[src/rtl/demux_router.sv]
// demux_router: registered 1-to-N demultiplexer for a valid/ready word stream.
// Each accepted word is steered to one of CHANNELS output ports. Every port
// owns a one-entry holding register with its own valid/ready handshake.
// Words addressed to a non-existent channel are accepted, discarded and
// counted in a saturating 8-bit drop counter.
//
// Optional build macro DEMUX_ROUNDROBIN_EN: when defined, in_sel is ignored
// and an internal pointer walks the channels 0..CHANNELS-1, advancing on
// every accepted word. When undefined, routing follows in_sel.
module demux_router #(
    parameter int  WIDTH    = 8,
    parameter int  CHANNELS = 4,
    localparam int SEL_W    = (CHANNELS > 2) ? $clog2(CHANNELS) : 1
) (
    input  logic                      clk,
    input  logic                      rst_n,
    input  logic [WIDTH-1:0]          in_data,
    input  logic [SEL_W-1:0]          in_sel,
    input  logic                      in_valid,
    output logic                      in_ready,
    output logic [CHANNELS*WIDTH-1:0] out_data,
    output logic [CHANNELS-1:0]       out_valid,
    input  logic [CHANNELS-1:0]       out_ready,
    output logic [7:0]                drop_count
);

    typedef enum logic {
        EMPTY = 1'b0,
        FULL  = 1'b1
    } chan_state_e;

    // Channel count widened by one bit so an out-of-range select compares cleanly.
    localparam logic [SEL_W:0] CHAN_LIM = (SEL_W + 1)'(CHANNELS);

    logic [SEL_W-1:0]    dest_sel;    // destination of the word currently offered
    logic                in_range;    // destination names a real channel
    logic [CHANNELS-1:0] hit;         // one-hot destination decode
    logic [CHANNELS-1:0] slot_open;   // channel can take a word this cycle
    logic                accept;      // word transferred at this edge
    logic [7:0]          drop_q;
    logic [7:0]          drop_d;

`ifdef DEMUX_ROUNDROBIN_EN
    logic [SEL_W-1:0] rr_q;
    logic [SEL_W-1:0] rr_d;
    logic             unused_in_sel;

    // The explicit select has no role when the pointer chooses the channel.
    assign unused_in_sel = ^in_sel;
    assign dest_sel      = rr_q;

    // Pointer advances once per accepted word and wraps at the last channel.
    always_comb begin
        rr_d = rr_q;
        if (accept) begin
            if (rr_q == SEL_W'(CHANNELS - 1)) begin
                rr_d = '0;
            end else begin
                rr_d = rr_q + SEL_W'(1);
            end
        end
    end

    // Pointer register.
    always_ff @(posedge clk or negedge rst_n) begin
        if (!rst_n) begin
            rr_q <= '0;
        end else begin
            rr_q <= rr_d;
        end
    end
`else
    assign dest_sel = in_sel;
`endif

    assign in_range = ({1'b0, dest_sel} < CHAN_LIM);

    // Decode the destination and work out which channels have room.
    for (genvar gi = 0; gi < CHANNELS; gi++) begin : g_decode
        assign hit[gi]       = in_range && (dest_sel == SEL_W'(gi));
        assign slot_open[gi] = ~out_valid[gi] | out_ready[gi];
    end

    // Out-of-range words are always taken (and dropped); otherwise the
    // addressed channel must be empty or draining in this same cycle.
    assign in_ready = ~in_range | (|(hit & slot_open));
    assign accept   = in_valid & in_ready;

    // Saturating count of words discarded for an out-of-range destination.
    always_comb begin
        drop_d = drop_q;
        if (accept && !in_range && (drop_q != 8'hFF)) begin
            drop_d = drop_q + 8'd1;
        end
    end

    // Drop counter register.
    always_ff @(posedge clk or negedge rst_n) begin
        if (!rst_n) begin
            drop_q <= '0;
        end else begin
            drop_q <= drop_d;
        end
    end

    assign drop_count = drop_q;

    // One EMPTY/FULL holding slot per output channel.
    for (genvar gi = 0; gi < CHANNELS; gi++) begin : g_chan
        chan_state_e      state_q;
        chan_state_e      state_d;
        logic [WIDTH-1:0] data_q;
        logic             load;

        // Next state: fill when empty, pass through when draining and
        // re-addressed, empty when drained without a new word.
        always_comb begin
            state_d = state_q;
            load    = 1'b0;
            case (state_q)
                EMPTY: begin
                    if (accept && hit[gi]) begin
                        state_d = FULL;
                        load    = 1'b1;
                    end
                end
                FULL: begin
                    if (out_ready[gi]) begin
                        if (accept && hit[gi]) begin
                            load = 1'b1;
                        end else begin
                            state_d = EMPTY;
                        end
                    end
                end
                default: state_d = EMPTY;
            endcase
        end

        // Slot state and data; data only changes on a load, so a held word
        // stays stable until consumed.
        always_ff @(posedge clk or negedge rst_n) begin
            if (!rst_n) begin
                state_q <= EMPTY;
                data_q  <= '0;
            end else begin
                state_q <= state_d;
                if (load) begin
                    data_q <= in_data;
                end
            end
        end

        assign out_valid[gi]                = (state_q == FULL);
        assign out_data[gi*WIDTH +: WIDTH]  = data_q;
    end

endmodule

[config.mk]
export PLATFORM = sky130hd
export DESIGN_NAME = demux_router
export DESIGN_NICKNAME = d
export VERILOG_FILES = /design/src/rtl/demux_router.sv
export SDC_FILE = /design/constraint.sdc
export NUM_CORES = 1
export LEC_CHECK = 0
export BUFFER_PORTS_ARGS = -buffer_cell sky130_fd_sc_hd__buf_2
export CORE_MARGIN = 1
export CORE_UTILIZATION = 30
export CTS_CLUSTER_DIAMETER = 40
export DETAILED_ROUTE_END_ITERATION = 8
export GPL_TIMING_DRIVEN = 0
export PLACE_DENSITY = 0.64
export SKIP_LAST_GASP = 1
export SLEW_MARGIN = 10
export SYNTH_ARGS = -nofsm -noshare
export SYNTH_HDL_FRONTEND = slang
export SYNTH_SLANG_ARGS = --single-unit
export TNS_END_PERCENT = 20
[constraint.sdc]
create_clock -name clk -period 1.9 [get_ports clk]
set_input_delay 0.285 -clock clk [delete_from_list [all_inputs] [get_ports clk]]
set_output_delay 0.285 -clock clk [all_outputs]
set_load 0.01 [all_outputs]
==> flow_summary.ini, run 1 <==
[outcome]
outcome = complete, no violations

[worst_setup_path]
reg2reg_to = g_chan[2].data_q[5]
ff2ff_path_depth = 3
timing.critical_path.required_ps = 1620
worstReg2RegStart = g_chan[2].state_q
cp.arrival_ps = 1360
endpoint_kind = primary output
crit_fanout = 3
regToRegSetupSlack_ps = 340
cpPeakStageDelay_ps = 470
cp_slowest_cell = mux4_2
path_class = flip-flop to primary output
start_kind = flip-flop
path_cells = nand2b_1 > mux4_2 > buf_2

[clock_network]
cts-buffers-inserted = 5
cts-root-buf = clkbuf_8
clk_pin_slew_ps = 80
ctsHoldBuffers = 0
cts.sinks = 36
cts_tree = built
htreeDepth = 2
cts_resized = 0
post_cts_buffers = 0
insertion_delay_ps = 280
clockBufferDepth = 2

[placed_design]
hpwl_mm = 1.994
gp_congestion = 0.6708
numPlacedInstances = 227
io_buffers = 52

[grt]
grt_start_max_net_pins = 37
track_usage = 0.1190
grt-ovfl-total = 0
grt_pass1_vias = 889
grt_first_pass_wirelength_mm = 4.526
antenna_found_initial = 0

[floorplanning]
fp.coreArea_um2 = 4755
start_util = 0.3145
die_h_um = 72.60
die_x_um = 72.60
rows = 25
pin_count = 62
die-area_um2 = 5270

[logic_synthesis]
netlist_area_um2 = 1495
syn_inst = 101
syn_area_per_cell_um2 = 14.80
seq_area_frac_synth = 0.6025
yosysWarnings = 0
ys_types = 14
yosys_register_bits = 36

[detailed_routing]
postRouteAntennaNets = 0
first_pass_iters = 3
viasPerCell = 4.085
num_vias = 960
wl_per_cell_um = 12.49
drcViolationCount = 0
wirelength_mm = 2.934
drt-initial-drc-count = 21

[timing]
relSlewSlack = 0.4732
fin_skew_ps = 8.428
max_freq_mhz = 608.5
tns_ps = 0
min_period_ps = 1643
worst_slew_pin_slew_ps = 790.1
finalSetupViolCount = 0
hold_violations = 0
finalMaxSlewViolations = 0
period_share = 0.8649
rsz0062_at_grt = false

[power_and_ir_drop]
power_density_nw_per_um2 = 1073
total_power_mw = 2.117
p_leak_nw = 0.9803
vdd_drop_max_v = 0.0005490

[final_layout]
diodes = 0
fillers = 466
multi_input_area_um2 = 515.5
regArea_um2 = 900.9
fin_nets = 184
fin_cells = 235
drive_above_1_share = 0.6488
syn_to_final_growth_pct = 31.97

[worst_hold_path]
min_path_type = primary input to asynchronous set/reset pin

[job]
drv_cap = 0
==> cell usage after synthesis <==
| master | instances | area [um2] |
|---|---|---|
| conb_1 | 1 | 3.750 |
| dfrtp_1 | 36 | 900.9 |
| nor3b_4 | 1 | 18.77 |
| mux4_2 | 1 | 22.52 |
| o21ai_0 | 1 | 5.000 |
| and3_1 | 1 | 6.260 |
| mux2_2 | 32 | 360.4 |
| nand2_1 | 5 | 18.77 |
| buf_2 | 3 | 15.01 |
| nand3b_2 | 1 | 11.26 |
| nand3_1 | 1 | 5.000 |
| buf_4 | 12 | 90.09 |
| nand2b_1 | 4 | 25.02 |
| nor2b_1 | 2 | 12.51 |
==> report_power, final <==
group / internal, mW / switching (mW)
Sequential: 0.917 / 0.0692
Combinational: 0.253 / 0.224
Clock: 0.389 / 0.265
Total: 1.56 / 0.558
==> layout by cell type, fill, tap and decap left out <==
cell type  instances
buf_2             55
nand3b_2           1
mux2_2            32
nor2b_1            2
o21ai_0            1
bufinv_16          1
and3_1             1
mux4_2             1
dfrtp_1           36
clkinv_2           1
nand3_1            1
conb_1             8
nand2_1            5
clkbuf_8           5
clkbuf_1           1
nor3b_4            1
nand2b_1           4
buf_4             12
==> worst max-delay path, delay by kind of cell, from the launching register on <==
| family | cells | cell delay [ps] |
|---|---|---|
| buffers and inverters | 1 | 150 |
| flip-flops | 1 | 350 |
| multiplexers | 1 | 470 |
| AND/OR/NAND/NOR | 1 | 110 |
==> metrics by stage <==
step                      setup WS (ps)  cell area (um2)  hold slack (ps)    util
final                             256.7             1973            81.91  0.4150
after detailed placement          318.0             1866            426.5  0.3924
after floorplan                   617.0             1521           -10.59       -
after global placement            336.3             1866            419.6  0.3924
after CTS                         217.0             1973            109.3  0.4150
after global routing              172.8             1973            145.4  0.4150
==> final cells by class <==
type	instances	area share
multi-input combinational	57	0.2613
timing repair buffer	52	0.1319
clock buffer	6	0.03678
buffer	15	0.05327
sequential	36	0.4566
tap	67	0.04249
clock inverter	2	0.01776
==> kinds of logic (layout without fill, tap and decap cells) <==
kind of cell           count (synthesis)  count (layout)  share of synthesized area
DFF                                   36              36                     0.6025
and+or+nand+nor                       15              15                    0.06527
muxes                                 33              33                     0.2561
AOI/OAI and AO/OA                      1               1                   0.003344
other                                  1               8                   0.002508
buffers and inverters                 15              75                    0.07029
==> flip-flops by register name (all words and copies together) (netlist names) <==
signal	cells
g_chan.data_q	32
g_chan.state_q	4
==> layer usage <==
metal	GRT usage	routed length [um]	vias up
met1	0.1566	1376	458
met4	0.03268	8	0
met3	0.05387	228	2
met2	0.1776	1321	42
li1	-	-	458
met5	0	0	-
==> worst max-delay path by stage <==
stage | start | endpoint | slack, ps | cells after the start
after global routing | g_chan[0].state_q | in_ready | 170 | 3
after floorplan | in_sel[0] | g_chan[3].data_q[0] | 620 | 5
after detailed placement | in_sel[1] | g_chan[2].data_q[5] | 320 | 4
after CTS | g_chan[0].state_q | in_ready | 220 | 3
after global placement | out_ready[2] | g_chan[2].data_q[3] | 340 | 4
final | g_chan[0].state_q | in_ready | 260 | 3
Power figures use the tool's default switching activity.
==> run 2, diff against run 1 <==
RECOVER_POWER = 25   (was not set)
==> run 2 against run 1 <==
Register-to-register slack is essentially flat; global-route usage is the same; count of clock-buffer cells in the layout is the same; non-clock buffer count is the same; final cell count is the same; critical path type unchanged; first-iteration DRC count is the same; largest cell class unchanged; clock power is essentially flat; utilization is the same; combinational power is essentially flat; setup slack is the same; largest power group unchanged.
==> flow_summary.ini, run 2 (same netlist as run 1, synthesis figures left out) <==
[clock_network]
htreeDepth = 2
cts_tree = built
insertion_delay_ps = 280
clockBufferDepth = 2
cts-root-buf = clkbuf_8
clk_pin_slew_ps = 80
post_cts_buffers = 0
cts-buffers-inserted = 5
cts_resized = 0
ctsHoldBuffers = 0
cts.sinks = 36

[worst_setup_path]
start_kind = flip-flop
critPathBufInv = 1
cp.arrival_ps = 1360
timing.critical_path.required_ps = 1620
path_class = flip-flop to primary output
path_cells = nand2b_1 > mux4_2 > buf_2
cp_slowest_cell = mux4_2
endpoint_kind = primary output
crit_fanout = 3
cpPeakStageDelay_ps = 470
cp_top_family = multiplexers

[timing]
min_period_ps = 1643
rsz0062_at_grt = false
period_share = 0.8649
relSlewSlack = 0.4117
max_freq_mhz = 608.5
fin_skew_ps = 8.428
hold_ws_ps = 111.3
hold_violations = 0
worst_slew_pin_slew_ps = 882.5
setup_slack_ps = 256.7
finalMaxSlewViolations = 0
finalSetupViolCount = 0
tns_ps = 0

[power_and_ir_drop]
vdd_drop_max_v = 0.0005490
total_power_mw = 2.117
power_density_nw_per_um2 = 1073
p_leak_nw = 0.9806

[final_layout]
layout_commonest_cell = buf_2
largest_reg_flops = 32
drive_above_1_share = 0.6488
regArea_um2 = 900.9
syn_to_final_growth_pct = 31.97
fin_nets = 184
fillers = 466
regMostFlops = g_chan.data_q
diodes = 0
top_regs = g_chan.data_q x32, g_chan.state_q x4
layout_common_cells = 54 x buf_2, 36 x dfrtp_1, 32 x mux2_2
multi_input_area_um2 = 515.5
fin_cells = 235

[detailed_routing]
num_vias = 960
wl_per_cell_um = 12.49
postRouteAntennaNets = 0
first_pass_iters = 3
wirelength_mm = 2.934
drcViolationCount = 0
drt-initial-drc-count = 21
viasPerCell = 4.085

[grt]
grt-ovfl-total = 0
grt_first_pass_wirelength_mm = 4.526
antenna_found_initial = 0
grt_pass1_vias = 889
grt_start_max_net_pins = 37
track_usage = 0.1190

[floorplanning]
die_x_um = 72.60
rows = 25
die-area_um2 = 5270
fp.coreArea_um2 = 4755
die_h_um = 72.60
pin_count = 62
start_util = 0.3145

[placed_design]
gp_congestion = 0.6708
place_ws_ps = 318.0
numPlacedInstances = 227
hpwl_mm = 1.994
io_buffers = 52

[worst_hold_path]
min_path_type = primary input to asynchronous set/reset pin

[outcome]
outcome = complete, no violations

[job]
drv_cap = 0
-- run 2: where the power goes --
| group | switching (mW) | internal (mW) |
|---|---|---|
| Clock | 0.265 | 0.389 |
| Sequential | 0.0692 | 0.917 |
| Combinational | 0.224 | 0.253 |
| Total | 0.558 | 1.56 |
-- run 2: layout make-up --
cell class                 count  share of cell area
buffer                        15             0.05327
clock buffer                   6             0.03678
clock inverter                 2             0.01776
multi-input combinational     57              0.2613
sequential                    36              0.4566
tap                           67             0.04249
timing repair buffer          52              0.1319
-- run 2: final timing paths --
check / from / endpoint / slack [ps] / depth (start not counted)
setup / recovery: g_chan[0].state_q / in_ready / 260 / 3
hold / removal: rst_n / g_chan[0].data_q[0] / 110 / 1
setup reg to reg: g_chan[2].state_q / g_chan[2].data_q[5] / 340 / 3
hold reg to reg: g_chan[1].data_q[1] / g_chan[1].data_q[1] / 500 / 1
max in group asynchronous: rst_n / g_chan[1].data_q[1] / 1240 / 1
min in group clk: in_data[2] / g_chan[2].data_q[2] / 280 / 2
-- run 2: per-layer routing --
layer / part of all wire / global-route usage / up-vias
met5: 0 / 0 / -
met4: 0.0027 / 0.03268 / 0
met3: 0.078 / 0.05387 / 2
met2: 0.45 / 0.1776 / 42
met1: 0.47 / 0.1566 / 458
li1: - / - / 458
-- run 2: metrics by stage --
step,instance area (um2),utilization
3_5_place_dp,1866,0.3924
3_3_place_gp,1866,0.3924
6_report,1973,0.4150
2_1_floorplan,1521,-
5_1_grt,1973,0.4150
4_1_cts,1973,0.4150
